===== src/rtl/muldiv_seq_if.sv =====
// Operation request, result and shared-ALU signals between the execute stage and muldiv_seq.
// The master side issues operations and owns the ALU; the slave side is the sequencer.
interface muldiv_seq_if #(
  parameter int WIDTH = 16
);
  logic             start;
  logic             op;
  logic [WIDTH-1:0] opa;
  logic [WIDTH-1:0] opb;
  logic             busy;
  logic             done;
  logic [WIDTH-1:0] result_hi;
  logic [WIDTH-1:0] result_lo;
  logic             div_by_zero;
  logic [31:0]      alu_a;
  logic [31:0]      alu_b;
  logic [1:0]       alu_ctrl;
  logic [31:0]      alu_out;

  modport master (
    output start, op, opa, opb, alu_out,
    input  busy, done, result_hi, result_lo, div_by_zero, alu_a, alu_b, alu_ctrl
  );

  modport slave (
    input  start, op, opa, opb, alu_out,
    output busy, done, result_hi, result_lo, div_by_zero, alu_a, alu_b, alu_ctrl
  );
endinterface


===== src/rtl/muldiv_seq.sv =====
// Multi-cycle unsigned multiply (shift-add) / divide (restoring) sequencer that
// borrows the shared 32-bit ALU for one iteration per clock.
module muldiv_seq #(
  parameter int WIDTH = 16
) (
  input logic         clk,
  input logic         rst,
  muldiv_seq_if.slave bus
);
  localparam int CW = $clog2(WIDTH);

  typedef enum logic [1:0] {IDLE, RUN, DONE} state_t;

  localparam logic [1:0] ALU_ADD = 2'b00;
  localparam logic [1:0] ALU_SUB = 2'b01;

  state_t           state_q, state_d;
  logic             op_q, op_d;
  logic [WIDTH-1:0] opa_q, opa_d;
  logic [WIDTH-1:0] opb_q, opb_d;
  logic [31:0]      acc_q, acc_d;
  logic [CW-1:0]    count_q, count_d;
  logic [WIDTH-1:0] quot_q, quot_d;
  logic [WIDTH-1:0] res_hi_q, res_hi_d;
  logic [WIDTH-1:0] res_lo_q, res_lo_d;
  logic             dbz_q, dbz_d;

  logic [CW-1:0]    idx;
  logic [31:0]      rem_sh;
  logic [31:0]      alu_a, alu_b;
  logic [1:0]       alu_ctrl;

  always_ff @(posedge clk or posedge rst) begin
    if (rst) begin
      state_q  <= IDLE;
      op_q     <= 1'b0;
      opa_q    <= '0;
      opb_q    <= '0;
      acc_q    <= '0;
      count_q  <= '0;
      quot_q   <= '0;
      res_hi_q <= '0;
      res_lo_q <= '0;
      dbz_q    <= 1'b0;
    end else begin
      state_q  <= state_d;
      op_q     <= op_d;
      opa_q    <= opa_d;
      opb_q    <= opb_d;
      acc_q    <= acc_d;
      count_q  <= count_d;
      quot_q   <= quot_d;
      res_hi_q <= res_hi_d;
      res_lo_q <= res_lo_d;
      dbz_q    <= dbz_d;
    end
  end

  // acc doubles as the partial product (multiply) and the partial remainder (divide)
  always_comb begin
    state_d  = state_q;
    op_d     = op_q;
    opa_d    = opa_q;
    opb_d    = opb_q;
    acc_d    = acc_q;
    count_d  = count_q;
    quot_d   = quot_q;
    res_hi_d = res_hi_q;
    res_lo_d = res_lo_q;
    dbz_d    = dbz_q;
    alu_a    = '0;
    alu_b    = '0;
    alu_ctrl = ALU_ADD;
    idx      = CW'(WIDTH - 1) - count_q;
    rem_sh   = {acc_q[30:0], opa_q[idx]};

    case (state_q)
      RUN: begin
        count_d = count_q + CW'(1);
        if (!op_q) begin
          alu_a = acc_q;
          alu_b = 32'(opa_q) << count_q;
          if (opb_q[count_q]) acc_d = bus.alu_out;
        end else begin
          alu_ctrl = ALU_SUB;
          alu_a    = rem_sh;
          alu_b    = 32'(opb_q);
          if (!bus.alu_out[31]) begin
            acc_d       = bus.alu_out;
            quot_d[idx] = 1'b1;
          end else begin
            acc_d       = rem_sh;
            quot_d[idx] = 1'b0;
          end
        end
        if (count_q == CW'(WIDTH - 1)) begin
          state_d = DONE;
          if (!op_q) begin
            res_hi_d = acc_d[2*WIDTH-1:WIDTH];
            res_lo_d = acc_d[WIDTH-1:0];
          end else begin
            res_hi_d = acc_d[WIDTH-1:0];
            res_lo_d = quot_d;
          end
        end
      end
      default: begin
        if (state_q == DONE) state_d = IDLE;
        if (bus.start) begin
          op_d    = bus.op;
          opa_d   = bus.opa;
          opb_d   = bus.opb;
          acc_d   = '0;
          count_d = '0;
          quot_d  = '0;
          dbz_d   = 1'b0;
          if (bus.op && (bus.opb == '0)) begin
            state_d  = DONE;
            res_lo_d = '1;
            res_hi_d = bus.opa;
            dbz_d    = 1'b1;
          end else begin
            state_d = RUN;
          end
        end
      end
    endcase
  end

  assign bus.busy        = (state_q == RUN);
  assign bus.done        = (state_q == DONE);
  assign bus.result_hi   = res_hi_q;
  assign bus.result_lo   = res_lo_q;
  assign bus.div_by_zero = dbz_q;
  assign bus.alu_a       = alu_a;
  assign bus.alu_b       = alu_b;
  assign bus.alu_ctrl    = alu_ctrl;
endmodule


===== src/flat_wrapper.sv =====
// flat-port wrapper written by rule: the top's interface ports become plain ports
module muldiv_seq_flat 
#(
  parameter int WIDTH = 16
)
  (clk, rst, bus_start, bus_op, bus_opa, bus_opb, bus_alu_out, bus_busy, bus_done, bus_result_hi, bus_result_lo, bus_div_by_zero, bus_alu_a, bus_alu_b, bus_alu_ctrl);
  muldiv_seq_if #(.WIDTH(WIDTH)) bus_i ();
  input logic clk;
  input logic rst;
  input wire logic [$bits(bus_i.start)-1:0] bus_start;
  input wire logic [$bits(bus_i.op)-1:0] bus_op;
  input wire logic [$bits(bus_i.opa)-1:0] bus_opa;
  input wire logic [$bits(bus_i.opb)-1:0] bus_opb;
  input wire logic [$bits(bus_i.alu_out)-1:0] bus_alu_out;
  output wire logic [$bits(bus_i.busy)-1:0] bus_busy;
  output wire logic [$bits(bus_i.done)-1:0] bus_done;
  output wire logic [$bits(bus_i.result_hi)-1:0] bus_result_hi;
  output wire logic [$bits(bus_i.result_lo)-1:0] bus_result_lo;
  output wire logic [$bits(bus_i.div_by_zero)-1:0] bus_div_by_zero;
  output wire logic [$bits(bus_i.alu_a)-1:0] bus_alu_a;
  output wire logic [$bits(bus_i.alu_b)-1:0] bus_alu_b;
  output wire logic [$bits(bus_i.alu_ctrl)-1:0] bus_alu_ctrl;
  assign bus_i.start = bus_start;
  assign bus_i.op = bus_op;
  assign bus_i.opa = bus_opa;
  assign bus_i.opb = bus_opb;
  assign bus_i.alu_out = bus_alu_out;
  assign bus_busy = bus_i.busy;
  assign bus_done = bus_i.done;
  assign bus_result_hi = bus_i.result_hi;
  assign bus_result_lo = bus_i.result_lo;
  assign bus_div_by_zero = bus_i.div_by_zero;
  assign bus_alu_a = bus_i.alu_a;
  assign bus_alu_b = bus_i.alu_b;
  assign bus_alu_ctrl = bus_i.alu_ctrl;
  muldiv_seq #(.WIDTH(WIDTH)) u_core (.clk(clk), .rst(rst), .bus(bus_i));
endmodule

===== config.mk =====
export PLATFORM = sky130hd
export DESIGN_NAME = muldiv_seq_flat
export DESIGN_NICKNAME = d
export VERILOG_FILES = /design/src/rtl/muldiv_seq_if.sv /design/src/rtl/muldiv_seq.sv /design/src/flat_wrapper.sv
export SDC_FILE = /design/constraint.sdc
export NUM_CORES = 1
export LEC_CHECK = 0
export CORE_ASPECT_RATIO = 1.4
export CORE_MARGIN = 1.5
export CORE_UTILIZATION = 57
export CTS_BUF_LIST = sky130_fd_sc_hd__clkbuf_2 sky130_fd_sc_hd__clkbuf_4 sky130_fd_sc_hd__clkbuf_8
export DETAILED_ROUTE_END_ITERATION = 7
export PLACE_DENSITY = 0.9
export SLEW_MARGIN = 15
export SYNTH_ARGS = -nofsm -noshare
export SYNTH_HDL_FRONTEND = slang
export SYNTH_SLANG_ARGS = --single-unit

===== constraint.sdc =====
create_clock -name clk -period 7.4 [get_ports clk]
set_input_delay 0.74 -clock clk [delete_from_list [all_inputs] [get_ports clk]]
set_output_delay 0.74 -clock clk [all_outputs]
set_load 0.1 [all_outputs]

==> run summary, run 1 <==
The synthesized design contains 0 enable-type register cells. After the last flow step, the layout net total stands at 1038. The largest individual stage delay along the critical path comes from the cell sky130_fd_sc_hd__clkdlybuf4s50_1. The tools report the count of H-tree levels built during CTS as 4. The number of clock sinks came out at 119. Register clock-pin slew on the reported worst setup and hold paths: 0.07 ns.

The wire-length estimate of the detail-placed layout is 17600 µm. TritonCTS built the clock tree. The die is 102 µm wide. The number of library cell types mapped by synthesis was 52. In this run the deepest clock path goes through 2 buffers. At the worst endpoint, the arrival time is 3.93 ns. Setup repair after global routing left no endpoint under its margin. The maximum operating frequency is 214 MHz.

Summed over all layers, the routed wires come to 25200 µm. On the worst path, the slowest cell contributes a delay of 1.18 ns. Measured along the y axis, the die boundary spans 141 µm. The tools report the residual overflow from global routing as 0. The core footprint is 0.0133 mm². The largest total area in the synthesized netlist belongs to sky130_fd_sc_hd__dfrtp_1. The row count was 50; the global placer's final weighted congestion was 0.967.

The final clock period utilization by the worst path was 63.2%. Clock tree synthesis selected as its root buffer the cell sky130_fd_sc_hd__clkbuf_8. The tools report the max-cap violation count as 0. The flow ran to the end, and the final reports show no timing, DRC or antenna violations. Setup violations remaining at the end of the flow were counted as 0. The insertion delay to the later sink of the worst-skew pair came out at 0.46 ns.

By area the synthesized netlist is led by sky130_fd_sc_hd__dfrtp_1, sky130_fd_sc_hd__mux2i_1, sky130_fd_sc_hd__nand2_1, sky130_fd_sc_hd__mux4_2, sky130_fd_sc_hd__nor2_1. The repair_antennas step left the layout with diodes totalling 0. The max-slew violation total from the final report is 0. Walking the worst path, the cells encountered are mux2i_1, o21ai_0, mux2i_1, mux2_2, a211oi_1, clkdlybuf4s50_1.

Of all nets on the critical path, the largest fanout is 32. The relative max-transition margin is 21.3%, and the total leakage power is 4.25 nW. For the global-route total usage across every layer, the log shows 35.7%. For this run, the detailed router's first-pass iteration total came to 5. Buffers added to address setup during post-CTS repair amount to 0. For flop-to-flop paths, the worst setup slack is 3.62 ns. The average wire per standard cell is 21.7 µm, and the total chip power is 0.00474 W. The kind of cell with the highest combined delay along the critical path is buffers and inverters. Area share of the largest cell type after synthesis: 38.4%. The total vias in the final route is 7459, and the number of synthesized register bits is 119.

The path class of the tightest hold or removal check is reg -> reg. For this design, the CTS-stage hold fixing added 0 buffers. Once placement finished, the instance area stood at 0.00942 mm².

The logs give 0.00776 mm² for the combined area of all synthesized cells and 169 for the boundary pin count. The share of synthesized registers carrying an async set or reset came out at 100%. The area added between synthesis and finish is 26.8%. The detail route stage leaves a number of antenna-violating nets equal to 0. The number of warnings reported in the yosys synthesis log was 0. The number of buffers inserted by port buffering was 166; the number of global-route vias before repair was 7134. For this run, the register share of the synthesized area comes to 38.4%. The first global-routing pass estimated 38900 µm of wire. In this design, the critical path's most frequently occurring cell is sky130_fd_sc_hd__mux2i_1.

The critical path is of the reg -> out type. The area of the die was 0.0143 mm². The buffering stage count on the worst path with inverters included was 1; the setup skew after layout was 0.0132 ns.

Hold timing on the final database bottoms out at a slack of 0.487 ns. Kind of capture point of the worst setup path: an output port. For this run, the leading register cell type out of synthesis is sky130_fd_sc_hd__dfrtp_1. The synthesized netlist cell count was 838; the initial DRC count was 571.

The maximum VDD drop was 0.382 mV; the total count of hold-check failures in the final report was 0. TritonCTS created 17 clock buffers. In the routed layout, each cell is associated on average with a via count of 6.44.

The mean cell area of the mapped netlist was 9.26 µm²; the worst endpoint required time was 6.66 ns. The startpoint type of the worst setup path is a flip-flop. In the final layout, the share of cells above drive strength 1 is 10.7%. The minimum clock period after layout works out to 4.67 ns. For the final standard cell utilization of the core, the log shows 73.9%. After routing the design area is 0.00985 mm². The power density of the placed cells is 481 mW/mm², and the effective utilization at floorplan is 58.3%. The number of instances resized during post-cts repair is 0. The maximum number of pins on one net before global-route repair is 71, and the number of antenna violations at the first check in global routing is 0. For the pin with the worst max-slew slack, the measured transition is 1.18 ns. In the routed design, unresolved DRC markers number 0.

The total negative setup slack was 0 ns.
logic make-up after synthesis:
logic type / Yosys count / share of synthesized area [%]
compound gates: 225 / 21.1
simple gates: 273 / 14.2
fa+ha+maj: 6 / 0.967
mux: 132 / 20.6
other cells: 1 / 0.0483
flops: 119 / 38.4
buf+inv: 82 / 4.64
synth_stat cells, drive strengths merged, types with 20 or more instances:
cell type and number:
a21oi 43, clkbuf 49, dfrtp 119, mux4 20, o31ai 21, mux2i 92, buf 20, nand2 142
nor2 98, a22o 32, mux2 20, o21ai 41
area by class of cell:
| type | instances | area [µm²] |
|---|---|---|
| Clock buffer | 21 | 283 |
| Clock inverter | 11 | 146 |
| Fill cell | 960 | 3480 |
| Inverter | 13 | 51.3 |
| Multi-Input combinational cell | 638 | 4430 |
| Sequential cell | 119 | 2980 |
| Tap cell | 182 | 228 |
| Timing Repair Buffer | 175 | 1720 |
worst paths after layout:
| path | start | end | cells after the start |
|---|---|---|---|
| min in group asynchronous | rst | u_core.quot_q[5]$_DFFE_PP0N_ | 2 |
| max reg2reg | u_core.count_q[1]$_DFFE_PP0N_ | u_core.acc_q[25]$_DFFE_PP0N_ | 4 |
| max | u_core.count_q[1]$_DFFE_PP0N_ | bus_alu_b[14] | 6 |
| min reg2reg | u_core.bus.div_by_zero$_DFFE_PP0P_ | u_core.bus.div_by_zero$_DFFE_PP0P_ | 1 |
| max in group asynchronous | rst | u_core.opa_q[8]$_DFFE_PP0P_ | 3 |
| min | u_core.bus.div_by_zero$_DFFE_PP0P_ | u_core.bus.div_by_zero$_DFFE_PP0P_ | 1 |
through the flow:
stage / setup WS (ns) / cells
finish: 2.73 / 1159
global route: 2.51 / 1159
CTS: 2.76 / 1159
detailed placement: 3.24 / 1127
global placement: 3.26 / 1127
floorplan: 2.41 / 839
report_power, final:
group          total [W]  internal (W)  switching (W)
logic            0.00294      0.000927        0.00201
registers        0.00115      0.000833       0.000318
clock network   0.000647      0.000364       0.000284
state kept, by name (all words and copies together), names as in the netlist:
signal / cells
u_core.count_q: 4
u_core.bus.div_by_zero: 1
u_core.acc_q: 32
u_core.bus.result_hi: 16
u_core.state_q: 2
u_core.bus.result_lo: 16
u_core.opa_q: 16
u_core.op_q: 1
u_core.opb_q: 16
u_core.quot_q: 15
layout by cell type, fill, tap and decap left out, drive strengths merged, types with 6 or more instances in the layout:
master         Yosys  final
and2               7      7
mux4              20     20
o21ai             41     41
dfrtp            119    119
mux2              20     20
o221a             15     15
buf               20     10
nand2            142    142
ha                 6      6
a221o             14     14
clkinv             1      6
nor2              98     98
a21o              16     16
o21a              15     15
o31ai             21     21
inv               12     13
a22o              32     32
mux2i             92     92
clkbuf            49     21
a21oi             43     43
a211oi             6      6
clkdlybuf4s50      0    165
per-layer routing:
metal	global-route usage (%)	wire length (µm)	share of wire, %
met5	0	0	0
met4	20.8	1450	5.8
met3	6.49	1920	7.6
met2	58.2	12500	50
met1	43.9	9270	37
No activity file was read; power rests on OpenSTA's default activity.
==> run 2: changes to the inputs <==
CORE_UTILIZATION = 48   (was 57)
PLACE_DENSITY = 0.81   (was 0.9)
clock period = 4.15 ns   (was 7.4 ns; I/O delays follow)
==> run 2 against run 1 <==
Final cell count increased by 2.0%; sequential power increased by 81%; design area increased by 1.0%; hold slack got worse by 0.14 ns; die area increased by 18%; combinational power increased by 76%; sequential share of layout area decreased by 0.32 points; highest routed layer unchanged.
==> run summary, run 2 (synthesized netlist as in run 1, its figures left out) <==
Row generation in the floorplan step produced 54 rows. Path category of the worst min-delay check: in -> async. During placement, the flow inserted port buffers numbering 166. Counting along the longest clock path gives a buffer depth of 2.

Entering global routing, the biggest net connects 82 pins. Combinational logic is responsible for 60.9% of the overall power. The number of global-route vias before repair is 7080. The chip width works out to 110 µm. The tools report the antenna cell count as 0.

Fill cells in the final layout number 1299. In the final design database the tool counted 1047 nets. The first detailed-routing pass ran for 6 iterations. The setup skew after layout is 0.0133 ns.

The number of flip-flops under the largest register name came out at 32. The library cells used most frequently in the layout, excluding fill and tap cells, are sky130_fd_sc_hd__nand2_1, sky130_fd_sc_hd__dfrtp_1, sky130_fd_sc_hd__clkdlybuf4s50_1. Relative to the synthesized area, the layout overhead comes to 28.1%. The number of antenna violations at the first check in global routing is 1, and the half-perimeter wire length of the detailed placement result is 18300 µm. Once the floorplan was initialized, standard cells occupied 49.5% of the core. The first global-routing pass estimated 39500 µm of wire. The run gives 31.0% as the relative max-transition margin. In the final routed layout, each cell accounts on average for 21.2 µm. TritonCTS built the clock tree. Derived from the worst setup path, the maximum achievable clock frequency is 281 MHz. The CTS buffer count was 17. The flow ran to the end, and the final reports show no timing, DRC or antenna violations. In this run, placement finished with an instance count of 1150. Count of H-tree levels built during CTS: 4. Post-CTS timing repair inserted 0 buffers for setup. In this run the power spent charging and discharging nets is 0.00464 W. The tools report the number of buffers inserted by hold repair at cts as 0. CTS placed an instance of sky130_fd_sc_hd__clkbuf_8 at the clock tree root. The run gives 792 as the initial DRC count. For the pin with the worst max-slew slack, the measured transition is 1.03 ns. The final route contains 7304 vias. The total count of hold-check failures in the final report is 0. The logs give 0.00995 mm² for the total non-filler cell area in the finished layout and 0.00298 mm² for the area of all sequential standard cells.

The worst path uses 85.9% of the clock period. The final antenna-violating net count came out at 0. The tools report the number of clock sinks as 119. The run gives 0.764 mV as the maximum VDD drop. The tools report the startpoint type of the worst setup path as a flip-flop. The global-route total usage across every layer was 29.5%; the count of placed standard cells in the final layout, fillers left out was 1182.

After clock tree synthesis, the clock-pin slew on the worst setup and hold paths is 0.08 ns. The max-cap violation count is 0, and the total leakage power is 4.46 nW. The logic depth of the worst register-to-register path came out at 4. The library cell used most frequently in the layout, excluding fill and tap cells, is sky130_fd_sc_hd__nand2_1.

After global routing the overflow that remains totals 0. The run gives 3.15 ns as the arrival time of the worst setup path. The worst hold slack came out at 0.348 ns.

In the final layout, the multi-input gates occupy 0.00446 mm². At the later pin of the worst-skew pair, clock insertion delay measures 0.45 ns. Data on the critical path is required at its endpoint by 3.73 ns. The ratio of routed vias to standard cells was 6.18. Startpoint-to-endpoint class of the critical path: reg -> out. The worst setup path is captured at an output port. Cells with a size suffix above 1 make up 18.7% of the layout.

Internal power comes to 0.00386 W. For this design the ratio of total power to cell area is 855 mW/mm². For the max-slew violation total from the final report, the log shows 0. The register with the most flip-flops in the final layout is u_core.acc_q. The number of instances resized during post-cts repair is 0. After detailed routing, the total wire length is 25100 µm. The die span in y was 153 µm.

The run gives 0 as the post-detailed-route DRC marker count. Setup repair after global routing left no endpoint under its margin. Sequential cells burn 24.4% of the power. The region available for standard cell placement spans 0.0157 mm².

In this run the worst path has a maximum fanout of 24. In this run the cell area measured after placement is 0.00948 mm². Net switching is 54.6% of the power. The global placer's final weighted congestion is 0.952, and the setup violation total in the final timing report is 0. For this design the top-level I/O count stands at 169.

The run gives 14.6% as the clock power share. The floorplan step defined a die boundary enclosing 0.0170 mm². After layout, the minimum clock period comes to 3.56 ns.
## run 2: layer usage
metal | vias up | track usage (%) | part of all wire (%)
li1 | 3314 | - | -
met1 | 3546 | 36.3 | 38
met5 | - | 0 | 0
met2 | 366 | 50.6 | 51
met4 | 0 | 14.2 | 4.4
met3 | 78 | 4.64 | 6.4
## run 2: worst paths after layout
check                                          endpoint                     startpoint  slack, ns
hold reg to reg             u_core.opb_q[7]$_DFFE_PP0P_    u_core.opb_q[7]$_DFFE_PP0P_       0.50
setup / recovery                          bus_alu_b[10]  u_core.count_q[0]$_DFFE_PP0N_       0.59
max in group asynchronous       u_core.op_q$_DFFE_PP0P_                            rst       2.96
setup reg to reg           u_core.acc_q[18]$_DFFE_PP0N_  u_core.count_q[2]$_DFFE_PP0N_       1.07
hold / removal             u_core.quot_q[6]$_DFFE_PP0N_                            rst       0.35
min in group clk            u_core.opb_q[7]$_DFFE_PP0P_    u_core.opb_q[7]$_DFFE_PP0P_       0.50
## run 2: metrics by stage
step	util [%]	setup TNS, ns	setup slack [ns]	total power (W)
final	63.5	0	0.586	0.00851
after global routing	63.5	0	0.339	0.00891
after CTS	63.5	0	0.585	0.00846
after detailed placement	60.5	0	1.05	0.00721
after global placement	60.5	0	1.09	0.00715
after floorplan	-	-3.67	-0.516	0.00600
## run 2: area by class of cell
cell class                 instances  area share (%)
tap                              196            2.47
multi-input combinational        638            44.8
clock buffer                      20            2.70
sequential                       119            30.0
clock inverter                    12            1.99
inverter                          13           0.516
timing repair buffer             184            17.5
## run 2: critical path, cell delays in order (launching register included)
cell	delay, ns
sky130_fd_sc_hd__dfrtp_1	1.00
sky130_fd_sc_hd__buf_4	0.30
sky130_fd_sc_hd__mux4_2	0.54
sky130_fd_sc_hd__mux2i_1	0.24
sky130_fd_sc_hd__o221ai_1	0.18
sky130_fd_sc_hd__o211a_1	0.21
sky130_fd_sc_hd__buf_4	0.24
## run 2: power by group through the flow
stage	registers [W]	logic, W	clock network (W)
after floorplan	0.00181	0.00419	0
after global placement	0.00206	0.00508	0
after detailed placement	0.00207	0.00513	0
after CTS	0.00205	0.00516	0.00125
after global routing	0.00212	0.00548	0.00131
final	0.00208	0.00518	0.00124
